--- src/rtl/CPU_pkg.sv ---
// -----------------------------------------------------------------------------
// CPU_pkg
// Shared types and helpers for the writeback path.
//   wb_src_t  : identifies which multi-cycle unit produced a writeback entry.
//   wb_slot_t : contents of the registered writeback slot.
//   next_src  : round-robin successor of a source, wrapping after num_src units.
// -----------------------------------------------------------------------------
package CPU_pkg;

    localparam int unsigned WB_ADDR_W = 6;
    localparam int unsigned WB_DATA_W = 32;
    localparam int unsigned WB_SRC_N  = 3;

    typedef enum logic [1:0] {
        SRC_MUL = 2'd0,
        SRC_DIV = 2'd1,
        SRC_FPU = 2'd2
    } wb_src_t;

    typedef struct packed {
        logic                 valid;
        logic [WB_ADDR_W-1:0] addr;
        logic [WB_DATA_W-1:0] data;
        wb_src_t              src;
    } wb_slot_t;

    // Successor of s in the ring MUL -> DIV [-> FPU] -> MUL.
    function automatic wb_src_t next_src(input wb_src_t s, input int unsigned num_src);
        int unsigned n;
        n = (int'(s) + 1) % num_src;
        return wb_src_t'(n[1:0]);
    endfunction

endpackage

--- src/rtl/rr_arbiter.sv ---
// -----------------------------------------------------------------------------
// rr_arbiter
// Combinational round-robin grant: the first requester at or after the
// priority pointer wins. The pointer register itself lives in the parent;
// this block only computes the pointer's next value.
// Ports:
//   req_i     [2:0] request vector (bit 0 = MUL, 1 = DIV, 2 = FPU)
//   ptr_i          current priority pointer
//   advance_i      a grant was consumed this cycle; move pointer past winner
//   grant_o   [2:0] one-hot grant (all zero when nothing requests)
//   ptr_d_o        next pointer value
// Parameter NUM_SRC: number of units in the ring (2 or 3); request bits at or
// above NUM_SRC are ignored.
// -----------------------------------------------------------------------------
module rr_arbiter
    import CPU_pkg::*;
#(
    parameter int unsigned NUM_SRC = 3
) (
    input  logic [2:0] req_i,
    input  wb_src_t    ptr_i,
    input  logic       advance_i,
    output logic [2:0] grant_o,
    output wb_src_t    ptr_d_o
);

    logic        found;
    wb_src_t     winner;
    int unsigned idx;

    // NOTE: every output of a combinational block gets a default before any
    // conditional assignment, so no path leaves it unassigned (no latch).
    always_comb begin
        grant_o = '0;
        found   = 1'b0;
        winner  = ptr_i;
        idx     = 0;
        for (int unsigned k = 0; k < NUM_SRC; k++) begin
            idx = (int'(ptr_i) + k) % NUM_SRC;
            if (!found && req_i[idx[1:0]]) begin
                found              = 1'b1;
                winner             = wb_src_t'(idx[1:0]);
                grant_o[idx[1:0]]  = 1'b1;
            end
        end
    end

    // advance_i is only raised when some grant was taken, so winner is valid.
    assign ptr_d_o = advance_i ? next_src(winner, NUM_SRC) : ptr_i;

endmodule

--- src/rtl/wb_arbiter.sv ---
// -----------------------------------------------------------------------------
// wb_arbiter
// Merges results from the MUL, DIV and FPU units into one registered
// writeback slot feeding MEM/WB, with round-robin priority.
// Build option: define FPU_WB_EN to make the FPU a requester. Without it the
// FPU inputs are ignored, ready_out_FPU is 0 and the ring is MUL <-> DIV.
// Ports:
//   clk, reset                       clock, synchronous active-high reset
//   valid_in_X / ready_out_X         per-unit result handshake (X = MUL/DIV/FPU)
//   rd_addr_X [5:0], rd_data_X [31:0] per-unit destination register and result
//   valid_out                        slot holds an entry
//   ready_in                         downstream consumes the entry this cycle
//   rd_addr_WB, rd_data_WB, src_WB   held entry (zero when the slot is empty)
// -----------------------------------------------------------------------------
module wb_arbiter
    import CPU_pkg::*;
(
    input  logic        clk,
    input  logic        reset,

    input  logic        valid_in_MUL,
    output logic        ready_out_MUL,
    input  logic [5:0]  rd_addr_MUL,
    input  logic [31:0] rd_data_MUL,

    input  logic        valid_in_DIV,
    output logic        ready_out_DIV,
    input  logic [5:0]  rd_addr_DIV,
    input  logic [31:0] rd_data_DIV,

    input  logic        valid_in_FPU,
    output logic        ready_out_FPU,
    input  logic [5:0]  rd_addr_FPU,
    input  logic [31:0] rd_data_FPU,

    output logic        valid_out,
    input  logic        ready_in,
    output logic [5:0]  rd_addr_WB,
    output logic [31:0] rd_data_WB,
    output logic [1:0]  src_WB
);

`ifdef FPU_WB_EN
    localparam int unsigned NUM_SRC = 3;
    logic fpu_req;
    assign fpu_req = valid_in_FPU;
`else
    localparam int unsigned NUM_SRC = 2;
    logic fpu_req;
    logic unused_fpu_valid;
    assign fpu_req          = 1'b0;
    assign unused_fpu_valid = valid_in_FPU;
`endif

    wb_slot_t   slot_q, slot_d;
    wb_src_t    ptr_q, ptr_d;
    logic [2:0] req, grant, ready;
    logic       slot_free, handshake;

    assign req = {fpu_req, valid_in_DIV, valid_in_MUL};

    // Drain and refill may happen in the same cycle.
    assign slot_free = !slot_q.valid || ready_in;

    // Grants go only to requesters, so any ready bit is a handshake.
    // Reset suppresses acceptance so an in-flight result is never consumed.
    assign ready     = (slot_free && !reset) ? grant : 3'b000;
    assign handshake = |ready;

    rr_arbiter #(
        .NUM_SRC   (NUM_SRC)
    ) u_rr (
        .req_i     (req),
        .ptr_i     (ptr_q),
        .advance_i (handshake),
        .grant_o   (grant),
        .ptr_d_o   (ptr_d)
    );

    always_comb begin
        slot_d = slot_q;
        if (handshake) begin
            slot_d.valid = 1'b1;
            unique case (1'b1)
                ready[0]: begin
                    slot_d.addr = rd_addr_MUL;
                    slot_d.data = rd_data_MUL;
                    slot_d.src  = SRC_MUL;
                end
                ready[1]: begin
                    slot_d.addr = rd_addr_DIV;
                    slot_d.data = rd_data_DIV;
                    slot_d.src  = SRC_DIV;
                end
                default: begin
                    slot_d.addr = rd_addr_FPU;
                    slot_d.data = rd_data_FPU;
                    slot_d.src  = SRC_FPU;
                end
            endcase
        end else if (slot_q.valid && ready_in) begin
            slot_d = '0;
        end
    end

    // NOTE: state registers use non-blocking assignments so every flop samples
    // its inputs from before the edge, independent of statement order.
    // NOTE: reset is synchronous and clears both the slot and the pointer; a
    // held or incoming entry is discarded.
    always_ff @(posedge clk) begin
        if (reset) begin
            slot_q <= '0;
            ptr_q  <= SRC_MUL;
        end else begin
            slot_q <= slot_d;
            ptr_q  <= ptr_d;
        end
    end

    assign ready_out_MUL = ready[0];
    assign ready_out_DIV = ready[1];
    assign ready_out_FPU = ready[2];

    assign valid_out  = slot_q.valid;
    assign rd_addr_WB = slot_q.addr;
    assign rd_data_WB = slot_q.data;
    assign src_WB     = slot_q.src;

endmodule

--- config.mk ---
export PLATFORM = sky130hd
export DESIGN_NAME = wb_arbiter
export DESIGN_NICKNAME = d
export VERILOG_FILES = /design/src/rtl/CPU_pkg.sv /design/src/rtl/rr_arbiter.sv /design/src/rtl/wb_arbiter.sv
export SDC_FILE = /design/constraint.sdc
export NUM_CORES = 1
export LEC_CHECK = 0
export CAP_MARGIN = 20
export CORE_ASPECT_RATIO = 0.9
export CORE_MARGIN = 2
export CORE_UTILIZATION = 34
export CTS_BUF_LIST = sky130_fd_sc_hd__clkbuf_4 sky130_fd_sc_hd__clkbuf_8
export CTS_CLUSTER_DIAMETER = 120
export DETAILED_ROUTE_END_ITERATION = 8
export PLACE_DENSITY_LB_ADDON = 0.08
export SKIP_LAST_GASP = 1
export SLEW_MARGIN = 15
export SYNTH_ARGS = -nofsm -noshare
export SYNTH_HDL_FRONTEND = slang
export SYNTH_SLANG_ARGS = --single-unit
--- constraint.sdc ---
create_clock -name clk -period 4.2 [get_ports clk]
set_input_delay 1.05 -clock clk [delete_from_list [all_inputs] [get_ports clk]]
set_output_delay 1.05 -clock clk [all_outputs]
set_load 0.005 [all_outputs]
# After elaboration in Yosys (flattened, before gate mapping)
# Index checks and enable logic that the tools add are counted.
[op_classes]
add_sub_neg = 2
magnitude_cmp = 4
mux = 16
bitwise_logic = 1
n_reduce_logical = 11
[ops]
columns = ["cell", "count"]
rows = [
  ["$mux W41", 2],
  ["$pmux W40 S2", 1],
  ["$mux W1", 8],
  ["$lt A1 B3 Y1 const B", 2],
  ["$mux W3", 2],
  ["$logic_and A1 B1 Y1", 5],
  ["$logic_not A1 Y1", 3],
  ["$or A3 B2 Y3", 1],
  ["$reduce_or A3 Y1", 1],
  ["$add A1 B1 Y1 const B", 2],
  ["$demux W1 S1", 2],
  ["$ge A1 B1 Y1 const B", 2],
  ["$mux W2", 1],
  ["$reduce_bool A2 Y1", 1],
  ["$logic_or A1 B1 Y1", 1],
]
[totals]
ff_bits = 42
input_bits = 120
out_inout_bits = 44
word_cells = 39

# Longest topological paths before layout
[depth]
ltp_word = 10
depth_mapped = 6
depth_no_buf = 3

# Hierarchy
# From an unflattened synthesis, not the netlist that was laid out.
[hier_totals]
hier_cells = 211
area_unflattened_um2 = 2008.2
[modules_own_cells]
columns = ["mod", "n_inst", "cells_per_inst", "area_each_um2", "seq_area_each_um2"]
rows = [
  ["wb_arbiter", 1, 201, 1945.6, 860.8],
  ["rr_arbiter", 1, 10, 62.6, 0.0],
]

# Worst setup path after synthesis
# OpenSTA, ideal clock, no wires.
[synth_timing]
path_type = "in2out"
startpoint = "in valid_in_DIV"
endpoint = "out ready_out_DIV"
t_arrival_ps = 1826
required_ps = 3150
slack_ps = 1324
stages = 3
path_buffers = 2
cell_sequence = "buf_2 > buf_2 > nor4b_1"
[synth_between]
elab_chain_len = 7
word_cells_on_any_way = 11
classes_between = "mux (8); bitwise (1); reduce/logical (2)"
[synth_lines]
columns = ["item", "line", "text"]
rows = [
  ["from (decl)", "wb_arbiter.sv:26", "input logic valid_in_DIV,"],
  ["$mux W1 (not written as such) (2 in series)", "rr_arbiter.sv:40", "if (!found && req_i[idx[1:0]]) begin"],
  ["$mux W1", "rr_arbiter.sv:40", ""],
  ["$logic_not A1 Y1", "rr_arbiter.sv:40", ""],
  ["$logic_and A1 B1 Y1", "rr_arbiter.sv:40", ""],
  ["$mux W3 *", "rr_arbiter.sv:40", ""],
  ["$mux W3 *", "wb_arbiter.sv:67", "assign ready = (slot_free && !reset) ? grant : 3'b000;"],
  ["to (decl)", "wb_arbiter.sv:27", "output logic ready_out_DIV,"],
]
# Mark *: on every way between the ends. The rest lies on a longest branch, timed or not. The select of a mux whose other input is x is not followed.

# Worst setup path after layout
[layout_timing]
startpoint = "in valid_in_MUL"
endpoint = "out ready_out_DIV"
[layout_between]
elab_chain_len = 7
word_cells_on_any_way = 11
classes_between = "mux (8); bitwise (1); reduce/logical (2)"
[layout_lines]
columns = ["item", "line", "text"]
rows = [
  ["from (decl)", "wb_arbiter.sv:21", "input logic valid_in_MUL,"],
  ["$mux W1 (not written as such) (2 in series)", "rr_arbiter.sv:40", ""],
  ["$mux W1", "rr_arbiter.sv:40", ""],
  ["$logic_not A1 Y1", "rr_arbiter.sv:40", ""],
  ["$logic_and A1 B1 Y1", "rr_arbiter.sv:40", ""],
  ["$mux W3 *", "rr_arbiter.sv:40", ""],
  ["$mux W3 *", "wb_arbiter.sv:67", ""],
]
# Marks and branches as above.

==> flow_summary.yaml <==
logic_synthesis:
  ys_seq_area_share_pct: 44.7
  yosysWarnings: 0
  syn_area_per_cell_sq_um: 9.27
  synth_top_area_share_pct: 44.7
  ys_seq_elements: 41
  synthCells: 198
  synth_area_leader_cell: "dfxtp_1"
  synth.area.top_cells: "dfxtp_1 (45%), a221o_1 (21%), nor4_1 (13%), nand2_1 (7.8%), clkbuf_1 (3.1%)"
  syn_area_sq_um: 1840
  ys_types: 18
sta:
  clock.fmax_ghz: 0.257
  fin_ws_ns: 0.302
  setup_viol: 0
  skew_ns: 0.0109
  period_share_pct: 92.8
  max_slew_margin_pct: 58.4
  fin_tns_setup_ns: 0
  tightest_slew_ns: 0.615
  final_hold_viol_count: 0
  slew_viol_final: 0
  fin_crit_ns: 3.90
  rsz0062_at_grt: "false"
pwr:
  ir_worst_vdd_v: 0.000203
  swShare_pct: 24.6
  powerDensity_nw_per_um2: 315
  switching_power_mw: 0.247
  pwr-share-seq_pct: 43.7
  power.share.combinational_pct: 24.6
  power.leakage_nw: 1.19
  intPower_mw: 0.759
  power_frac_clock_pct: 31.6
die:
  fp.dieW_um: 81.5
  io_pins: 164
  chipHeight_um: 73.7
  start_util_pct: 35.1
  coreArea_sq_um: 5220
  dieArea_sq_um: 6000
  num_rows: 25
cts:
  cts_root_buf: "clkbuf_8"
  cts_tree: "done"
  numCtsBuffers: 5
  clkSinkCount: 41
  htreeDepth: 2
  clk-insertion-delay-late_ns: 0.29
  postCtsSetupBuffers: 0
  ctsResizeCount: 0
  postCtsHoldBufs: 0
  clock_path_buffers: 2
  clk_pin_slew_ns: 0.08
drt:
  drc: 0
  ant_nets: 0
  drt_iter0_drc: 80
  viasPerCell: 5.29
  wire_per_inst_um: 15.8
  first_pass_iters: 4
  vias: 1989
  wirelength_um: 5930
hold_path:
  hp-class: "flop to flop"
final_layout:
  area_growth_pct: 74.0
  n_antenna_cell: 0
  drive_gt1_share_pct: 6.80
  nets: 428
flow_run:
  cap_violations: 0
place:
  io_buffers: 122
  place_ws_ns: 0.306
  place_congestion: 0.695
  hpwl_um: 3830
setup_path:
  path_max_fanout: 4
  r2r_setup_slack_ns: 2.10
  start_kind: "input pin"
  end_kind: "primary output"
  worstSetupPathType: "input pin to primary output"
  cp.required_ns: 3.15
  arrival_ns: 2.85
status:
  status: "finished, final reports clean"
global_route:
  grtUsageMet3_pct: 6.02
  grt.overflow.total: 0
  met2_usage_pct: 31.3
  antenna_found_initial: 0
  grt_pass1_vias: 1890
  grt_max_degree: 42
  busiest_layer: "met2"
  grtUsageMet1_pct: 25.9
  globalRouteTotalUtil_pct: 19.7
  grt_pass1_wl_um: 9250
==> Yosys cell counts <==
master     count
inv_1          2
nor2_1         1
nor2b_1        2
nand2_1       38
buf_4          4
a2111oi_4      1
dfxtp_1       41
buf_2          8
a21o_1         1
nor3_1         3
conb_1         1
buf_6          2
o31a_1         1
clkbuf_1      15
nor4b_1        1
o21ba_2        1
nor4_1        38
a221o_1       38
==> final cells by class <==
cell class	instances	area, sq um
inverters	2	7.51
multi-input cells	127	877
clock inverters	3	46.3
flip-flops and latches	41	821
repair buffers	131	1290
fillers	467	2030
well taps	67	83.8
clock buffers	5	68.8
==> kinds of logic (layout without fill, tap and decap cells) <==
logic type	count (synthesis)	count (layout)	synth area share (%)
compound gates	42	42	23.7
buf+inv	31	141	8.52
flops	41	41	44.7
other cells	1	2	0.204
simple gates	83	83	22.9
==> path summary, 6_finish.rpt <==
path	from	depth (start not counted)	to
worst max-delay path	valid_in_MUL	4	ready_out_DIV
worst min-delay path	src_WB[0]	1	src_WB[0]
worst min register to register	src_WB[0]	1	src_WB[0]
worst max register to register	valid_out	5	rd_data_WB[29]
==> power groups by stage <==
stage	combinational, mW	sequential, mW	clock [mW]
2_1_floorplan	0.0886	0.450	0
3_3_place_gp	0.249	0.448	0
3_5_place_dp	0.249	0.448	0
4_1_cts	0.250	0.440	0.329
5_1_grt	0.268	0.444	0.347
6_report	0.248	0.440	0.318
==> through the flow <==
step	cell area (sq um)	power [mW]	hold slack (ns)	utilization, %	instances
2_1_floorplan	1840	0.539	0.451	-	199
3_3_place_gp	3080	0.696	0.434	58.9	368
3_5_place_dp	3080	0.697	0.440	58.9	368
4_1_cts	3190	1.02	0.459	61.1	376
5_1_grt	3190	1.06	0.495	61.1	376
6_report	3190	1.01	0.457	61.1	376
==> layer usage <==
layer / vias to the layer above / share of wire, %
li1: 993 / -
met1: 910 / 46
met2: 82 / 45
met3: 4 / 8.5
met4: 0 / 0.81
met5: - / 0
==> cells in the final DEF, fill, tap and decap left out <==
| cell | instances |
|---|---|
| clkdlybuf4s50_1 | 122 |
| dfxtp_1 | 41 |
| nand2_1 | 38 |
| nor4_1 | 38 |
| a221o_1 | 38 |
| buf_4 | 9 |
| clkbuf_8 | 5 |
| nor3_1 | 3 |
| nor2b_4 | 2 |
| inv_1 | 2 |
| conb_1 | 2 |
| nor4b_1 | 1 |
| a2111oi_4 | 1 |
| o21ba_2 | 1 |
| nor2_1 | 1 |
| o31a_1 | 1 |
| a21o_1 | 1 |
| clkinvlp_4 | 1 |
| clkinv_4 | 1 |
| bufinv_16 | 1 |
==> critical path, cell delays in order <==
cell	delay [ns]
clkdlybuf4s50_1	0.47
nor2b_4	0.16
nor4b_1	0.53
clkdlybuf4s50_1	0.64
==> sequential cells by signal (all words and copies together), names as in the netlist <==
register and cells:
src_WB 1, rd_addr_WB 6, rd_data_WB 32, ptr_q 1, valid_out 1
Note: power is estimated with default switching activity, not from simulation.
